==> config.mk <==
export PLATFORM = sky130hd
export DESIGN_NAME = spi_mcp4822_dac
export DESIGN_NICKNAME = d
export VERILOG_FILES = /design/src/rtl/spi_dac_pkg.sv /design/src/rtl/spi_tick_gen.sv /design/src/rtl/spi_mcp4822_dac.sv
export SDC_FILE = /design/constraint.sdc
export NUM_CORES = 1
export LEC_CHECK = 0
export CORE_ASPECT_RATIO = 0.5
export CORE_MARGIN = 5
export CORE_UTILIZATION = 51
export DETAILED_ROUTE_END_ITERATION = 10
export PLACE_DENSITY = 0.82
export SLEW_MARGIN = 25
export SYNTH_ARGS = -nofsm -noshare
export SYNTH_HDL_FRONTEND = slang
export SYNTH_SLANG_ARGS = --single-unit
==> constraint.sdc <==
create_clock -name clk -period 2.2 [get_ports clk]
set_clock_uncertainty 0.2 [all_clocks]
set_input_delay 0.33 -clock clk [delete_from_list [all_inputs] [get_ports clk]]
set_output_delay 0.33 -clock clk [all_outputs]
set_load 0.01 [all_outputs]
==> src/rtl/spi_dac_pkg.sv <==
// spi_dac_pkg: FSM states, MCP4822 command-frame layout and frame builder.
package spi_dac_pkg;

    typedef enum logic [2:0] {IDLE, SHIFT_A, GAP_A, SHIFT_B, GAP_B, LDAC} dac_state_t;

    localparam int FRAME_BITS = 16;
    localparam int SEL_BIT    = 15;
    localparam int BUF_BIT    = 14;
    localparam int GA_N_BIT   = 13;
    localparam int SHDN_N_BIT = 12;

    function automatic logic [FRAME_BITS-1:0] make_frame(input logic sel, input logic gain_2x,
                                                         input logic shdn_n, input logic [11:0] data);
        logic [FRAME_BITS-1:0] f;
        f = {4'b0, data};
        f[SEL_BIT]    = sel;
        f[BUF_BIT]    = 1'b0;
        f[GA_N_BIT]   = ~gain_2x;
        f[SHDN_N_BIT] = shdn_n;
        return f;
    endfunction

endpackage

==> src/rtl/spi_tick_gen.sv <==
// spi_tick_gen: one-cycle tick every CLK_DIV cycles, restarted by clear.
module spi_tick_gen #(
    parameter int CLK_DIV = 4
) (
    input  logic clk,
    input  logic reset_n,
    input  logic clear,
    output logic tick
);

    localparam int W = $clog2(CLK_DIV);

    logic [W-1:0] cnt;

    assign tick = cnt == W'(CLK_DIV - 1);

    always_ff @(posedge clk or negedge reset_n)
        if (!reset_n) cnt <= '0;
        else          cnt <= (clear || tick) ? '0 : cnt + W'(1);

endmodule

==> src/rtl/spi_mcp4822_dac.sv <==
// spi_mcp4822_dac: serialises a stereo sample pair as two MCP4822 SPI mode-0 frames, then pulses LDAC.
module spi_mcp4822_dac
    import spi_dac_pkg::*;
#(
    parameter int CLK_DIV = 4
) (
    input  logic        clk,
    input  logic        reset_n,
    input  logic        i_valid,
    output logic        o_ready,
    input  logic [11:0] i_left,
    input  logic [11:0] i_right,
    input  logic        i_gain_2x,
    input  logic        i_shdn_n,
    output logic        o_sck,
    output logic        o_mosi,
    output logic        o_cs_n,
    output logic        o_ldac_n,
    output logic        o_busy
);

    dac_state_t            state, state_n;
    logic                  tick, clear, accept, shifting, last;
    logic [FRAME_BITS-1:0] sr;
    logic [4:0]            half;
    logic                  sck_q;
    logic [11:0]           right_q;
    logic                  gain_q, shdn_q;

    spi_tick_gen #(.CLK_DIV(CLK_DIV)) u_tick (
        .clk    (clk),
        .reset_n(reset_n),
        .clear  (clear),
        .tick   (tick)
    );

    assign accept   = i_valid && state == IDLE;
    assign shifting = state == SHIFT_A || state == SHIFT_B;
    assign last     = shifting && tick && half == 5'd31;

    always_ff @(posedge clk or negedge reset_n)
        if (!reset_n) state <= IDLE;
        else          state <= state_n;

    always_comb begin
        state_n = state;
        unique case (state)
            IDLE:    state_n = accept ? SHIFT_A : IDLE;
            SHIFT_A: state_n = last   ? GAP_A   : SHIFT_A;
            GAP_A:   state_n = tick   ? SHIFT_B : GAP_A;
            SHIFT_B: state_n = last   ? GAP_B   : SHIFT_B;
            GAP_B:   state_n = tick   ? LDAC    : GAP_B;
            LDAC:    state_n = tick   ? IDLE    : LDAC;
            default: state_n = IDLE;
        endcase
        // every state entry restarts the tick phase so all timing counts from entry
        clear = state_n != state || state == IDLE;
    end

    always_ff @(posedge clk or negedge reset_n)
        if (!reset_n) begin
            sr      <= '0;
            half    <= '0;
            sck_q   <= 1'b0;
            right_q <= '0;
            gain_q  <= 1'b0;
            shdn_q  <= 1'b0;
        end else begin
            half  <= clear ? 5'd0 : half + 5'(tick);
            sck_q <= clear ? 1'b0 : sck_q ^ (shifting && tick);
            if (accept) begin
                sr      <= make_frame(1'b0, i_gain_2x, i_shdn_n, i_left);
                right_q <= i_right;
                gain_q  <= i_gain_2x;
                shdn_q  <= i_shdn_n;
            end else if (state == GAP_A && tick)
                sr <= make_frame(1'b1, gain_q, shdn_q, right_q);
            else if (shifting && tick && sck_q)
                sr <= {sr[FRAME_BITS-2:0], 1'b0};
        end

    assign o_ready  = state == IDLE;
    assign o_busy   = ~o_ready;
    assign o_cs_n   = ~shifting;
    assign o_sck    = sck_q;
    assign o_mosi   = shifting && sr[FRAME_BITS-1];
    assign o_ldac_n = state != LDAC;

endmodule
==> out/qor.yml <==
global_route:
  grt_pass1_vias: 1763
  grtUsageTotal_pct: 17.1
  grt.overflow.total: 0
  grt_first_pass_wirelength_mm: 7.85
  antenna_found_initial: 0
  maximum_number_of_pins_on_one_net_before_global_route_repair: 42
timing:
  tightest_slew_ns: 0.490
  timing.final.hold_violations: 0
  worst_slack_ns: 0.0669
  rsz0062_at_grt: "false"
  max_slew_margin_pct: 67.4
  layout_min_cycle_time_ns: 2.13
  fin_hold_ws_ns: 0.239
  tns_ns: 0
  fin_crit_sh_pct: 97.0
  highest_clock_frequency_the_design_can_meet_mhz: 469
  setup_viol_count_final: 0
  maxSlewViolCount: 0
die:
  core_region_area_sq_um: 4300
  boundaryPins: 35
  chipHeight_microns: 56.7
  core.rowCount: 17
  start_util_pct: 51.8
  horiz_die_dim_microns: 103
  design.die.area_sq_um: 5870
final_layout:
  most_common_cell_after_layout_fill_and_taps_aside: "nand2_1"
  layout-area-overhead-vs-synth_pct: 23.3
  final_cell_count_no_fill: 325
  finish.net_count: 300
  insertedDiodeCount: 0
  layout.cell_area.non_filler_sq_um: 2750
  layout-drive-gt1-share_pct: 16.8
  most-common-layout-cells: "nand2_1, dfrtp_1, clkdlybuf4s50_1"
worst_setup_path:
  crit_path_start_kind: "register"
  timing.critical_path.arrival_ns: 1.60
  cp_data_required_time_ns: 1.67
  timing.setup.critical_path_class: "register to output pin"
  cp-end-kind: "output pin"
  cpMaxStageDelayCell: "clkdlybuf4s50_1"
  critical_path_peak_fanout: 4
  worstPathCellList: "nor2b_4, and2_1, clkdlybuf4s50_1"
  critPathTopFamily: "buffers and inverters"
  cpPeakStageDelay_ns: 0.55
  crit_buf_inv: 1
clocking:
  insertion_delay_ns: 0.30
  clk_transition_reported_paths_ns: 0.08
  tritoncts.num_buffers: 5
  clock_tree.root_cell: "clkbuf_8"
  tritoncts: "yes"
  cts-htree-levels: 2
  cts_max_path_buffers: 2
  numClockSinks: 41
detailed_routing:
  dr_total_vias: 1671
  totalWireLength_mm: 4.57
  route.detailed.vias_per_inst: 5.14
  post_drt_wl_per_cell_microns: 14.1
  antenna_left: 0
  remaining_drc_errors: 0
  detailedRoute.firstPassIterationCount: 4
  drtIter0Drc: 59
place:
  cell_area_after_placement_sq_um: 2620
  detailedPlace.worstSlack_ns: 0.187
  hpwlAfterDp_mm: 3.28
  gp_congestion: 0.817
  numPortBuffers: 34
  placed_cell_count: 314
status:
  status: "finished clean"
synth:
  synth-async-reset-ratio_pct: 100
  yosys_warnings: 0
  synth_seq_cells: 41
  dominantRegCellSynth: "dfrtp_1"
  synth.net_count: 261
  synth.cell_area_sq_um: 2230
  seq_area_frac_synth_pct: 46.1
  synth-edff-count: 0
  synth.avg_cell_area_sq_um: 9.76
  yosys.cell_types.count: 41
  syn-instance-count: 228
power_and_ir_drop:
  irDropWorstVdd_mv: 0.412
  pwr_per_cell_area_nw_per_um2: 878
  p_leak_nw: 1.22
min_path:
  holdCritPathClass: "register to register"
flow_run:
  max_cap_violations: 0
-- metrics by stage --
stage | power (mW) | utilization [%]
after global placement | 1.89 | 61.1
after global routing | 2.57 | 63.9
after floorplan | 1.70 | -
final | 2.41 | 63.9
after CTS | 2.43 | 63.7
after detailed placement | 1.94 | 61.1
-- worst paths after layout --
kind,start,endpoint,slack [ns],cells past startpoint
setup / recovery,state[2],o_mosi,0.07,3
hold reg to reg,u_tick.cnt[0],u_tick.cnt[0],0.24,1
max in group asynchronous,reset_n,state[0],1.27,3
setup reg to reg,u_tick.cnt[0],sr[4],0.20,7
hold / removal,u_tick.cnt[0],u_tick.cnt[0],0.24,1
min in group asynchronous,reset_n,state[1],0.31,3
-- per-layer routing --
layer  global-route usage [%]  share of wire, %  vias up
li1                         -                 -      832
met1                     20.7                43      800
met2                     29.5                52       30
met3                     4.09               3.1        9
met4                     5.90               1.8        0
met5                        0                 0        -
-- layout make-up --
type / count / area, sq um
Inverter: 2 / 7.51
Timing Repair Buffer: 45 / 460
Clock inverter: 3 / 17.5
Fill cell: 347 / 1550
Sequential cell: 41 / 1030
Tap cell: 57 / 71.3
Multi-Input combinational cell: 172 / 1090
Clock buffer: 5 / 68.8
-- kinds of logic after synthesis --
| logic type | count (synthesis) | share of synthesized area (%) |
|---|---|---|
| fa+ha+maj | 4 | 2.25 |
| compound gates | 26 | 13.1 |
| mux | 3 | 1.57 |
| flops | 41 | 46.1 |
| simple gates | 135 | 30.3 |
| xor+xnor | 4 | 1.57 |
| buf+inv | 15 | 5.11 |
-- timing repair --
item / 4_1_cts / 5_1_grt
resized for setup: 1 / 3
buffers inserted: 2 / 0
endpoints found under the setup margin: 1 / 3
hold buffers: 1 / 0
endpoints found under the hold margin: 41 / 0
-- worst register-to-register path, stage by stage, from the launching register on --
cell	delay [ns]
dfrtp_1	0.39
ha_1	0.30
and2_1	0.18
ha_1	0.26
a21oi_4	0.18
buf_12	0.22
nand2_1	0.13
o31ai_4	0.07
-- registers in the layout, summed over array words and instances (netlist names) --
register,cells
sr,16
right_q,12
half,5
state,3
u_tick.cnt,2
gain_q,1
o_sck,1
shdn_q,1
-- power breakdown --
| part | total, mW | switching [mW] | internal (mW) | leakage, nW |
|---|---|---|---|---|
| logic | 0.811 | 0.376 | 0.436 | 0.648 |
| registers | 1.11 | 0.139 | 0.974 | 0.525 |
| clock network | 0.487 | 0.268 | 0.219 | 0.0439 |
| total | 2.41 | 0.783 | 1.63 | 1.22 |
-- Yosys cell counts, types with 3 or more instances --
master | count | area [sq um]
nand2_1 | 80 | 300
dfrtp_1 | 41 | 1030
nor2_1 | 19 | 71.3
and3_4 | 7 | 78.8
o31ai_4 | 7 | 149
a21oi_1 | 6 | 30.0
and3_1 | 6 | 37.5
buf_2 | 6 | 30.0
and2_1 | 4 | 25.0
ha_1 | 4 | 50.1
nand3_1 | 4 | 20.0
nor2b_1 | 3 | 18.8
o31ai_1 | 3 | 22.5
xor2_1 | 3 | 26.3
Note: power is estimated with default switching activity, not from simulation.
